**config.mk**
```make
export PLATFORM = sky130hd
export DESIGN_NAME = crt_cookie_gen
export DESIGN_NICKNAME = d
export VERILOG_FILES = /design/src/rtl/crt_cookie_gen.sv
export SDC_FILE = /design/constraint.sdc
export NUM_CORES = 1
export LEC_CHECK = 0
export BUFFER_PORTS_ARGS = -buffer_cell sky130_fd_sc_hd__buf_4
export CAP_MARGIN = 20
export CORE_ASPECT_RATIO = 1.2
export CORE_MARGIN = 2
export CORE_UTILIZATION = 45
export CTS_BUF_LIST = sky130_fd_sc_hd__clkbuf_4 sky130_fd_sc_hd__clkbuf_8
export DETAILED_ROUTE_END_ITERATION = 8
export HOLD_SLACK_MARGIN = 0.08
export PLACE_DENSITY = 0.62
export SETUP_SLACK_MARGIN = 0.05
export SLEW_MARGIN = 20
export SYNTH_ARGS = -nofsm -noshare
export SYNTH_HDL_FRONTEND = slang
export SYNTH_SLANG_ARGS = --single-unit
```
**constraint.sdc**
```tcl
create_clock -name clk -period 2.8 [get_ports clk]
set_input_delay 0.14 -clock clk [delete_from_list [all_inputs] [get_ports clk]]
set_output_delay 0.14 -clock clk [all_outputs]
set_load 0.02 [all_outputs]
```
**src/rtl/crt_cookie_gen.sv**
```systemverilog
// rtl/crt_cookie_gen.sv - CRT status-path cookie injector: tick counter, timed
// MSB-first cookie window on test, noice pass-through otherwise.
module crt_cookie_gen #(
  parameter int                CNT_W     = 12,
  parameter logic [CNT_W-1:0]  TRIGGER   = 12'hB68,
  parameter int                COOKIE_W  = 8,
  parameter logic [COOKIE_W-1:0] COOKIE  = 8'hB2,
  parameter int                BIT_TICKS = 8,
  parameter bit                ONESHOT   = 1'b0,
  parameter int                SENT_W    = 8
) (
  input  logic                clk,
  input  logic                reset,
  input  logic                ena,
  input  logic                noice,
  input  logic                cookie_we,
  input  logic [COOKIE_W-1:0] cookie_din,
  input  logic                arm,
  output logic                test,
  output logic                busy,
  output logic                done,
  output logic [SENT_W-1:0]   sent_cnt
);

  localparam int IDX_W = (COOKIE_W > 1) ? $clog2(COOKIE_W) : 1;
  localparam int SUB_W = (BIT_TICKS > 1) ? $clog2(BIT_TICKS) : 1;
  localparam logic [IDX_W-1:0] IDX_MSB  = IDX_W'(COOKIE_W - 1);
  localparam logic [SUB_W-1:0] SUB_LAST = SUB_W'(BIT_TICKS - 1);

  if (COOKIE_W * BIT_TICKS > 2 ** CNT_W) begin : g_window_too_long
    $error("crt_cookie_gen: cookie window longer than counter frame");
  end

  typedef enum logic {IDLE, SEND} state_t;

  state_t              state, state_nxt;
  logic [CNT_W-1:0]    cnt, cnt_nxt;
  logic [COOKIE_W-1:0] cookie_reg, cookie_nxt;
  logic [COOKIE_W-1:0] shift, shift_nxt;
  logic [IDX_W-1:0]    bit_idx, idx_nxt, cur_idx;
  logic [SUB_W-1:0]    sub, sub_nxt, cur_sub;
  logic                armed, armed_nxt;
  logic                test_nxt, done_nxt;
  logic [SENT_W-1:0]   sent_nxt;
  logic                trig, in_win, last, cur_bit;

  // The trigger tick is itself window tick 0, so it is resolved combinationally
  // from cookie_reg rather than waiting a tick for the shift register.
  always_comb begin
    trig    = ena && (state == IDLE) && (cnt == TRIGGER) && armed;
    in_win  = trig || (ena && (state == SEND));
    cur_idx = trig ? IDX_MSB : bit_idx;
    cur_sub = trig ? '0 : sub;
    cur_bit = trig ? cookie_reg[cur_idx] : shift[cur_idx];
    last    = in_win && (cur_idx == '0) && (cur_sub == SUB_LAST);

    state_nxt  = state;
    cnt_nxt    = ena ? cnt + 1'b1 : cnt;
    test_nxt   = test;
    idx_nxt    = bit_idx;
    sub_nxt    = sub;
    shift_nxt  = trig ? cookie_reg : shift;
    cookie_nxt = (cookie_we && (state == IDLE)) ? cookie_din : cookie_reg;
    done_nxt   = last;
    sent_nxt   = (last && (sent_cnt != '1)) ? sent_cnt + 1'b1 : sent_cnt;
    armed_nxt  = 1'b1;

    if (ena) test_nxt = in_win ? cur_bit : noice;

    if (in_win) begin
      state_nxt = last ? IDLE : SEND;
      if (cur_sub == SUB_LAST) begin
        sub_nxt = '0;
        idx_nxt = cur_idx - 1'b1;
      end else begin
        sub_nxt = cur_sub + 1'b1;
        idx_nxt = cur_idx;
      end
    end

    // A re-arm wins over the clear so an arm during the window is not lost.
    if (ONESHOT) begin
      if (arm)       armed_nxt = 1'b1;
      else if (trig) armed_nxt = 1'b0;
      else           armed_nxt = armed;
    end
  end

  always_ff @(posedge clk or posedge reset) begin
    if (reset) begin
      state      <= IDLE;
      cnt        <= '0;
      test       <= 1'b0;
      done       <= 1'b0;
      sent_cnt   <= '0;
      cookie_reg <= COOKIE;
      shift      <= '0;
      bit_idx    <= '0;
      sub        <= '0;
      armed      <= 1'b1;
    end else begin
      state      <= state_nxt;
      cnt        <= cnt_nxt;
      test       <= test_nxt;
      done       <= done_nxt;
      sent_cnt   <= sent_nxt;
      cookie_reg <= cookie_nxt;
      shift      <= shift_nxt;
      bit_idx    <= idx_nxt;
      sub        <= sub_nxt;
      armed      <= armed_nxt;
    end
  end

  assign busy = (state == SEND);

endmodule

```
* After elaboration in Yosys (flattened, before gate mapping)
Index checks and enable logic that the tools add are counted.
** Operators by class
- Eq/ne operators :: 3
- $lt $le $gt $ge :: 1
- Reduce and logical (&&, ||, !) cells :: 9
- Add/subtract/negate cells :: 4
- Bitwise gates (word level) :: 1
- Muxes and demuxes :: 11
** Operators by type and width (number)
- $add 12x1->12 const B :: 1
- $eq 12x12->1 const B :: 1
- $mux 3 :: 4
- $add 8x1->8 const B :: 1
- $ne 8x8->1 const B :: 1
- $logic_and 1x1->1 :: 7
- $bmux 1 s3 :: 2
- $mux 1 :: 5
- $lt 3x4->1 const B :: 1
- $add 3x1->3 const B :: 1
- $eq 3x3->1 const B :: 1
- $logic_not 3->1 :: 1
- $sub 3x1->3 const B :: 1
- $logic_or 1x1->1 :: 1
- $not 1->1 :: 1
** Storage, ports and cells
- Input port bits :: 14
- Word-level logic and storage cells :: 38
- Register bits :: 45

* Longest topological paths before layout
Gate-level depths: netlist of run 1.
- Depth after elaboration :: 8
- Depth in mapped cells :: 11
- Mapped depth without buffers :: 11

* Worst setup path before layout of run 1
No wires, ideal clock.
- Path kind :: register -> register
- Start point :: register cnt[0]
- End point :: register sent_cnt[1]
- Data required time :: 2.675 ns
- Library setup time :: 0.125 ns
- Path slack :: 0.175 ns
- Arrival time :: 2.500 ns
- Period minus slack after synthesis :: 2.625 ns
- Path buffers :: 0
- Cell stages (with the launch flop) :: 12
- Cell sequence :: dfrtp_1 -> inv_1 -> ha_1 -> and4b_1 -> nand4_1 -> and2_1 -> ha_1 -> ha_1 -> nand4b_1 -> a311oi_2 -> nand2_2 -> mux2_4
** Between the ends
- Word-level cells in the longest chain between the ends :: 7
** RTL lines
- start: declaration :: line 37 : logic [CNT_W-1:0] cnt, cnt_nxt;
- start signal: assignment :: line 103 : cnt <= cnt_nxt;
- $eq 12x12->1 * :: line 50 : trig = ena && (state == IDLE) && (cnt == TRIGGER) && armed;
- $logic_and 1x1->1 * :: line 50
- $mux 3 :: line 52 : cur_idx = trig ? IDX_MSB : bit_idx;
- $logic_not 3->1 :: line 55 : last = in_win && (cur_idx == '0) && (cur_sub == SUB_LAST);
- $logic_and 1x1->1 :: line 55
- $logic_and 1x1->1 * :: line 55
- $logic_and 1x1->1 * :: line 65 : sent_nxt = (last && (sent_cnt != '1)) ? sent_cnt + 1'b1 : sent_cnt;
- end signal: assignment :: line 106 : sent_cnt <= sent_nxt;
- end: declaration :: line 22 : output logic [SENT_W-1:0] sent_cnt
Mark *: on every way between the ends. The rest lies on a longest branch, timed or not.
A chain may end at the register's enable or synchronous reset.

* Worst setup path in the final report of run 1
- Start point :: register cnt[1]
- End point :: register sent_cnt[5]
The elaborated chain is that of the path after synthesis.

==> flow_summary.json, run 1 <==
{
  "crit_start": "cnt[1]",
  "grt_pass1_vias": 1610,
  "wl_per_cell_um": 14.3,
  "ys_warn_count": 0,
  "dp_hpwl_mm": 3.00,
  "syn_nets": 215,
  "critPathMaxStageDelay_ns": 0.40,
  "core_area_um2": 4590,
  "start_util": 0.471,
  "cts_tree": "yes",
  "ys.flop_type": "dfrtp_1",
  "max_freq_mhz": 392,
  "cpMostUsedCell": "ha_1",
  "htreeDepth": 2,
  "arrival_ns": 2.73,
  "initialDrtViolationCount": 66,
  "largest_reg_flops": 12,
  "synth_area_leader_cell": "dfrtp_1",
  "slowest_stage": "dfrtp_1",
  "grt_antenna_before_repair": 0,
  "setup_viol": 0,
  "power_frac_clock": 0.324,
  "hp-class": "input pin to register",
  "status": "complete, no violations",
  "swShare": 0.268,
  "cts_buffers": 5,
  "overflow": 0,
  "drt-pass1-iter-count": 4,
  "die_h_um": 80.0,
  "regToRegSetupSlack_ns": 0.25,
  "critPathCaptureType": "register",
  "fin_setup_tns_ns": 0,
  "grt_max_degree": 32,
  "p_int_w": 0.00112,
  "rsz0062_at_grt": "yes",
  "clkTransAtPathRegs_ns": 0.08,
  "cp_max_fo": 4,
  "layout_min_cycle_time_ns": 2.55,
  "peakVddDrop_v": 0.000469,
  "startpoint_type": "register",
  "synth_top_area_frac": 0.474,
  "placed_cells": 277,
  "skew_ns": 0.00533,
  "worst_slew_pin_slew_ns": 0.664,
  "post-route-util": 0.579,
  "drive_above_1_share": 0.279,
  "syn_inst": 196,
  "clock-sinks": 45,
  "p_sw_w": 0.000408,
  "place.gp.congestion": 0.755,
  "grt_pass1_wl_mm": 7.43,
  "combPwrFrac": 0.152,
  "final_nets": 258,
  "drt-total-wl_mm": 4.28,
  "syn_avg_cell_area_um2": 11.0,
  "ios": 25,
  "cp.depth": 12,
  "critPathKind": "register to register",
  "synth_seq_area_share": 0.523,
  "critPathRequiredTime_ns": 2.98,
  "via_count": 1544,
  "num_rows": 27,
  "fin_crit_sh": 0.911,
  "synth.cell_area_um2": 2160,
  "ys_async_sr_fraction": 1.00,
  "maxSlewHeadroom": 0.557,
  "crit_buf_inv": 2,
  "areaGrowthSynthToFinish_pct": 22.9,
  "p_leak_nw": 1.29,
  "ctsLongestPathBuffers": 2,
  "yosys_register_bits": 45,
  "die_w_um": 67.3,
  "reg2reg_from": "cnt[1]",
  "diodes": 0,
  "clockRootBuffer": "clkbuf_8",
  "portBuffers": 23,
  "final_hold_viol_count": 0,
  "synth_cell_types": 42,
  "regMostFlops": "cnt",
  "r2r-end": "sent_cnt[5]",
  "synth_edf_count": 0,
  "path_cells": "inv_1 > ha_1 > and4b_1 > nand4_1 > and2_1 > ha_1 > ha_1 > nand4b_1 > a311oi_2 > buf_4 > nand3_1 > xnor2_1",
  "drc": 0,
  "synth.area.top_cells": "dfrtp_1 47%, nand2_1 6.6%, mux2_2 5.7%",
  "power_frac_seq": 0.524,
  "vias_per_cell": 5.18,
  "ant_nets": 0,
  "die_area_um2": 5380,
  "r2r_cells": 12,
  "layout.cells.non_filler": 298,
  "endpoint": "sent_cnt[5]",
  "fin_worst_hold_slack_ns": 0.125,
  "grt.total_usage": 0.182,
  "drv_slew": 0,
  "clock_latency_ns": 0.30,
  "power.density_nw_per_um2": 573,
  "cp_top_family": "simple AND/OR/NAND/NOR gates",
  "maxCapViolations": 0
}
per-stage QoR:
stage / power (W) / cell area [um^2] / worst slack (ns)
detailed placement: 0.00101 / 2420 / 0.124
finish: 0.00152 / 2660 / 0.250
CTS: 0.00151 / 2630 / 0.0851
floorplan: 0.000944 / 2160 / 0.175
global placement: 0.000995 / 2420 / 0.180
global route: 0.00161 / 2660 / 0.0177
power groups by stage:
| stage | sequential (W) | combinational (W) | clock [W] |
|---|---|---|---|
| after global placement | 0.000806 | 0.000189 | 0 |
| after floorplan | 0.000791 | 0.000153 | 0 |
| after detailed placement | 0.000811 | 0.000197 | 0 |
| final | 0.000798 | 0.000232 | 0.000494 |
| after global routing | 0.000810 | 0.000264 | 0.000536 |
| after CTS | 0.000798 | 0.000209 | 0.000504 |
worst min-delay path by stage:
stage | start | endpoint | slack [ns] | cells after the start
floorplan | cookie_din[0] | cookie_reg[0] | 0.29 | 1
global placement | cookie_din[2] | cookie_reg[2] | 0.37 | 2
detailed placement | reset | cnt[6] | 0.28 | 2
CTS | ena | cnt[0] | 0.13 | 2
global route | ena | cnt[0] | 0.13 | 2
finish | ena | cnt[0] | 0.12 | 2
worst reg2reg max path, stage by stage (launching register included):
cell	delay (ns)
dfrtp_1	0.40
inv_1	0.07
ha_1	0.18
and4b_1	0.21
nand4_1	0.13
and2_1	0.16
ha_1	0.16
ha_1	0.20
nand4b_1	0.19
a311oi_2	0.30
buf_4	0.19
nand3_1	0.09
xnor2_1	0.16
cells in the mapped netlist (3+ instances only):
| cell type | count |
|---|---|
| nand4_1 | 4 |
| a31oi_1 | 4 |
| and2_1 | 6 |
| mux2_2 | 11 |
| nor2_1 | 8 |
| xnor2_1 | 14 |
| nor2b_1 | 3 |
| and3_1 | 3 |
| nor3_1 | 3 |
| inv_1 | 7 |
| ha_1 | 5 |
| dfrtp_1 | 41 |
| nand3_1 | 9 |
| dfstp_2 | 4 |
| nand2_1 | 38 |
| xor2_1 | 5 |
timing repair:
item | CTS | global route
buffers inserted | 0 | 4
hold endpoints to repair | 37 | 0
hold buffers | 9 | 0
resized for setup | 0 | 2
endpoints found under the setup margin | 0 | 7
cell usage in the layout (no fill, tap or decap), drive strengths merged, types with 2 or more instances in the layout:
cell type / n
ha: 5
dfstp: 4
nor3: 3
dlygate4sd3: 9
xnor2: 14
nand2: 39
and2: 7
and3: 3
inv: 7
a41oi: 3
buf: 33
a211oi: 2
nor2: 8
xor2: 5
and4b: 2
dfrtp: 41
mux2: 12
nand4: 4
clkbuf: 5
nand3: 9
nor2b: 3
a31oi: 4
cell families (layout without fill, tap and decap cells):
group	count (synthesis)	count (layout)	share of synthesized area
xor gates and xnor gates	19	19	0.0769
and+or+nand+nor	85	85	0.199
AOI/OAI and AO/OA	15	15	0.0642
buffers and inverters	13	57	0.0272
adders and majority gates	5	5	0.0289
DFF	45	45	0.523
muxes	14	14	0.0809
routing by layer:
| layer | global-route usage | up-vias | wire length, um |
|---|---|---|---|
| li1 | - | 752 | - |
| met1 | 0.225 | 769 | 1850 |
| met2 | 0.319 | 18 | 2270 |
| met3 | 0.0310 | 5 | 95 |
| met4 | 0.0592 | 0 | 53 |
| met5 | 0 | - | 0 |
layout make-up:
| cell class | instances | area (um^2) |
|---|---|---|
| Multi-Input combinational cell | 138 | 977 |
| Inverter | 7 | 26.3 |
| Fill cell | 427 | 1930 |
| Clock buffer | 5 | 68.8 |
| Clock inverter | 3 | 46.3 |
| Timing Repair Buffer | 42 | 338 |
| Sequential cell | 45 | 1130 |
| Tap cell | 58 | 72.6 |
No activity file was read; power rests on OpenSTA's default activity.
==> run 2, diff against run 1 <==
- CELL_PAD_IN_SITES_DETAIL_PLACEMENT: unset -> 1
- CELL_PAD_IN_SITES_GLOBAL_PLACEMENT: unset -> 1
- CORE_ASPECT_RATIO: 1.2 -> 1.4
- GPL_TIMING_DRIVEN: unset -> 0
- PLACE_DENSITY: 0.62 -> 0.76
==> flow_summary.json, run 2 (same netlist as run 1, synthesis figures left out) <==
{
  "status": "complete, no violations",
  "crit_buf_inv": 2,
  "placed_cells": 282,
  "final_hold_viol_count": 0,
  "place.gp.congestion": 0.747,
  "diodes": 0,
  "drv_slew": 0,
  "critPathRequiredTime_ns": 2.99,
  "cp_top_family": "simple AND/OR/NAND/NOR gates",
  "overflow": 0,
  "num_rows": 29,
  "multi_input_comb_area_um2": 1000,
  "drt-total-wl_mm": 5.03,
  "power.density_nw_per_um2": 536,
  "die_w_um": 62.6,
  "worst_slew_pin_slew_ns": 0.465,
  "clock-sinks": 45,
  "slowest_stage": "dfrtp_1",
  "grt_pass1_vias": 1874,
  "areaGrowthSynthToFinish_pct": 26.3,
  "initialDrtViolationCount": 67,
  "final_cell_mix": "41 x dfrtp_1, 38 x nand2_1, 35 x buf_4, 13 x xnor2_1, 11 x mux2_2",
  "clock_latency_ns": 0.30,
  "seq_area_um2": 1130,
  "critPathCaptureType": "register",
  "final_nets": 267,
  "layout_min_cycle_time_ns": 2.68,
  "startpoint_type": "register",
  "die_area_um2": 5390,
  "grt.total_usage": 0.209,
  "drive_above_1_share": 0.305,
  "ios": 25,
  "portBuffers": 23,
  "core_area_um2": 4570,
  "layout.cells.non_filler": 311,
  "htreeDepth": 2,
  "peakVddDrop_v": 0.000447,
  "via_count": 1682,
  "drt-pass1-iter-count": 4,
  "vias_per_cell": 5.41,
  "arrival_ns": 2.87,
  "maxSlewHeadroom": 0.690,
  "maxCapViolations": 0,
  "ctsLongestPathBuffers": 2,
  "path_cells": "inv_2 > ha_1 > and4b_2 > nand4_1 > and2_1 > ha_1 > ha_2 > nand4b_1 > a311oi_4 > buf_4 > nand3_1 > xnor2_1",
  "start_util": 0.473,
  "grt_pass1_wl_mm": 8.73,
  "critPathKind": "register to register",
  "critPathMaxStageDelay_ns": 0.40,
  "dp_hpwl_mm": 3.48,
  "p_leak_nw": 1.32,
  "skew_ns": 0.00474,
  "post-route-util": 0.598,
  "wl_per_cell_um": 16.2,
  "cpMostUsedCell": "ha_1",
  "cp_max_fo": 4,
  "regMostFlops": "cnt",
  "clkTransAtPathRegs_ns": 0.08,
  "fin_crit_sh": 0.955,
  "cts_tree": "yes",
  "cts_buffers": 5,
  "fill_cells": 522,
  "hp-class": "input pin to register",
  "clockRootBuffer": "clkbuf_8",
  "setup_viol": 0,
  "largest_reg_flops": 12,
  "max_freq_mhz": 374,
  "die_h_um": 86.1,
  "drc": 0,
  "ant_nets": 0,
  "final_common_cell": "dfrtp_1",
  "grt_max_degree": 34,
  "grt_antenna_before_repair": 0
}
run 2: worst reg2reg max path, cell delays in order (launching register included):
cell and delay [ns]:
dfrtp_1 0.40, inv_2 0.06, ha_1 0.18, and4b_2 0.26, nand4_1 0.14, and2_1 0.16
ha_1 0.15, ha_2 0.18, nand4b_1 0.21, a311oi_4 0.39, buf_4 0.19, nand3_1 0.11
xnor2_1 0.16
run 2: per-layer routing:
metal	global-route usage	wire length, um
met1	0.219	1810
met2	0.407	2980
met3	0.0394	152
met4	0.0808	91
met5	0	0
run 2: path summary, 6_finish.rpt:
| check | startpoint | end | slack, ns | depth (start not counted) |
|---|---|---|---|---|
| min in group asynchronous | reset | cnt[3] | 0.35 | 3 |
| worst min-delay path | ena | cnt[0] | 0.28 | 3 |
| worst max register to register | cnt[1] | sent_cnt[5] | 0.12 | 12 |
| worst min register to register | cookie_reg[3] | shift[3] | 0.48 | 2 |
| max in group asynchronous | reset | cookie_reg[5] | 1.92 | 4 |
| worst max-delay path | cnt[1] | sent_cnt[5] | 0.12 | 12 |
run 2: repair_timing:
| action | in CTS | in global routing |
|---|---|---|
| hold buffers | 9 | 0 |
| buffers inserted | 5 | 7 |
| setup endpoints to repair | 8 | 11 |
| resized for setup | 1 | 5 |
| pin swaps | 3 | 6 |
| hold endpoints to repair | 20 | 0 |
run 2: layout make-up:
| cell class | count | share of cell area |
|---|---|---|
| Buffer | 6 | 0.0119 |
| Clock buffer | 5 | 0.0252 |
| Clock inverter | 3 | 0.00824 |
| Inverter | 7 | 0.00961 |
| Multi-Input combinational cell | 138 | 0.367 |
| Sequential cell | 45 | 0.414 |
| Tap cell | 62 | 0.0284 |
| Timing Repair Buffer | 45 | 0.136 |
run 2: where the power goes:
group	total, W	internal, W	switching (W)	leakage [nW]
clock	0.000401	0.000175	0.000227	0.0364
combinational	0.000267	0.000141	0.000127	0.698
sequential	0.000796	0.000720	0.0000766	0.585
run 2: stage by stage:
| step | hold WS [ns] | worst slack (ns) | instance area, um^2 | TNS [ns] | power [W] |
|---|---|---|---|---|---|
| floorplan | 0.292 | 0.175 | 2160 | 0 | 0.000944 |
| global placement | 0.373 | -0.170 | 2410 | -0.322 | 0.000998 |
| detailed placement | 0.114 | -0.210 | 2430 | -0.507 | 0.00103 |
| CTS | 0.281 | 0.102 | 2670 | 0 | 0.00146 |
| global route | 0.288 | -0.0178 | 2730 | -0.0311 | 0.00154 |
| finish | 0.277 | 0.125 | 2730 | 0 | 0.00147 |
==> run 3, diff against run 2 <==
- clock period: 2.8 -> 2.7 ns (I/O delays scaled with it)
==> flow_summary.json, run 3 (same netlist as run 1, synthesis figures left out) <==
{
  "final_hold_viol_count": 0,
  "r2r_cells": 11,
  "wl_per_cell_um": 16.5,
  "die_w_um": 62.6,
  "p_leak_nw": 1.33,
  "crit_buf_inv": 1,
  "clkTransAtPathRegs_ns": 0.09,
  "status": "complete, no violations",
  "peakVddDrop_v": 0.000454,
  "clockRootBuffer": "clkbuf_8",
  "dp_hpwl_mm": 3.48,
  "maxCapViolations": 0,
  "ant_nets": 0,
  "final_nets": 270,
  "grt_pass1_vias": 1892,
  "place.gp.congestion": 0.747,
  "reg2reg_from": "cnt[0]",
  "path_cells": "inv_2 > ha_4 > and4b_2 > nand4_1 > and2_1 > ha_2 > ha_4 > nand4b_1 > a311oi_4 > nand2_2 > mux2_4",
  "grt_antenna_before_repair": 0,
  "num_rows": 29,
  "cp_max_fo": 4,
  "worst_slew_pin_slew_ns": 0.484,
  "start_util": 0.473,
  "power.density_nw_per_um2": 555,
  "die_area_um2": 5390,
  "startpoint_type": "register",
  "skew_ns": 0.00498,
  "clock-sinks": 45,
  "max_freq_mhz": 384,
  "htreeDepth": 2,
  "critPathMaxStageDelay_ns": 0.40,
  "largest_reg_flops": 12,
  "via_count": 1685,
  "grt_pass1_wl_mm": 8.89,
  "clock_latency_ns": 0.30,
  "pre_cts_ws_ns": -0.310,
  "r2r-end": "sent_cnt[1]",
  "diodes": 0,
  "drive_above_1_share": 0.337,
  "critPathKind": "register to register",
  "drc": 0,
  "critPathCaptureType": "register",
  "cpMostUsedCell": "ha_4",
  "ctsLongestPathBuffers": 2,
  "grt.total_usage": 0.212,
  "areaGrowthSynthToFinish_pct": 29.4,
  "slowest_stage": "a311oi_4",
  "final_common_cell": "dfrtp_1",
  "layout_min_cycle_time_ns": 2.61,
  "overflow": 0,
  "drv_slew": 0,
  "regMostFlops": "cnt",
  "setup_viol": 0,
  "maxSlewHeadroom": 0.675,
  "setup_slack_ns": 0.0930,
  "core_area_um2": 4570,
  "grt_max_degree": 34,
  "cts_tree": "yes",
  "cts_buffers": 5,
  "hold_depth": 3,
  "arrival_ns": 2.80,
  "cp.depth": 11,
  "critPathRequiredTime_ns": 2.89,
  "initialDrtViolationCount": 58,
  "vias_per_cell": 5.37,
  "drt-total-wl_mm": 5.18,
  "rsz0062_at_grt": "yes",
  "cp_top_family": "simple AND/OR/NAND/NOR gates",
  "ios": 25,
  "min_to": "cnt[0]",
  "hp-class": "input pin to register",
  "fin_crit_sh": 0.966,
  "die_h_um": 86.1,
  "final_cell_mix": "39 x dfrtp_1, 38 x nand2_1, 37 x buf_4, 13 x xnor2_1, 11 x mux2_2",
  "drt-pass1-iter-count": 4,
  "fin_worst_hold_slack_ns": 0.279,
  "portBuffers": 23,
  "regToRegSetupSlack_ns": 0.09,
  "hold_path.startpoint": "ena"
}
[run 3: area by class of cell]
cell class                      instances  area [um^2]
Buffer                                  6         32.5
Clock buffer                            5         68.8
Fill cell                             509         1770
Timing Repair Buffer                   48          399
Multi-Input combinational cell        138         1040
Inverter                                7         26.3
Sequential cell                        45         1130
Clock inverter                          3         22.5
Tap cell                               62         77.6
[run 3: worst max-delay path by stage]
| stage | start | slack [ns] | end |
|---|---|---|---|
| after global routing | cnt[0] | -0.03 | sent_cnt[4] |
| after floorplan | cnt[0] | 0.07 | sent_cnt[1] |
| after global placement | cnt[0] | -0.27 | sent_cnt[1] |
| final | cnt[0] | 0.09 | sent_cnt[1] |
| after detailed placement | cnt[0] | -0.31 | sent_cnt[1] |
| after CTS | cnt[0] | 0.07 | sent_cnt[1] |
[run 3: power breakdown]
| group | internal [W] | leakage (nW) | switching (W) |
|---|---|---|---|
| clock | 0.000181 | 0.0364 | 0.000235 |
| sequential | 0.000748 | 0.582 | 0.0000803 |
| combinational | 0.000165 | 0.707 | 0.000145 |
| total | 0.00109 | 1.33 | 0.000460 |
[run 3: worst register-to-register path, cell delays in order, from the launching register on]
cell      delay [ns]
dfrtp_1         0.37
inv_2           0.06
ha_4            0.15
and4b_2         0.25
nand4_1         0.14
and2_1          0.16
ha_2            0.19
ha_4            0.14
nand4b_1        0.21
a311oi_4        0.41
nand2_2         0.12
mux2_4          0.32
[run 3: per-stage QoR]
| stage | instance area [um^2] | TNS, ns | total power [W] | util | instances |
|---|---|---|---|---|---|
| after global routing | 2800 | -0.0694 | 0.00164 | 0.612 | 314 |
| final | 2800 | 0 | 0.00155 | 0.612 | 314 |
| after CTS | 2680 | 0 | 0.00152 | 0.586 | 306 |
| after global placement | 2410 | -0.922 | 0.00103 | 0.528 | 281 |
| after detailed placement | 2430 | -1.25 | 0.00107 | 0.533 | 282 |
| after floorplan | 2160 | 0 | 0.000979 | - | 196 |
[run 3: repair_timing]
action / 4_1_cts / 5_1_grt
setup buffers: 7 / 8
resized for setup: 2 / 14
setup endpoints to repair: 10 / 11
pin swaps: 3 / 10
hold buffers: 9 / 0
hold endpoints to repair: 20 / 0
[run 3: per-layer routing]
| metal | routed length [um] | vias up | global-route usage | part of all wire |
|---|---|---|---|---|
| li1 | - | 779 | - | - |
| met1 | 1940 | 864 | 0.225 | 0.37 |
| met2 | 3010 | 32 | 0.411 | 0.58 |
| met3 | 136 | 10 | 0.0394 | 0.026 |
| met4 | 87 | 0 | 0.0808 | 0.017 |
| met5 | 0 | - | 0 | 0 |
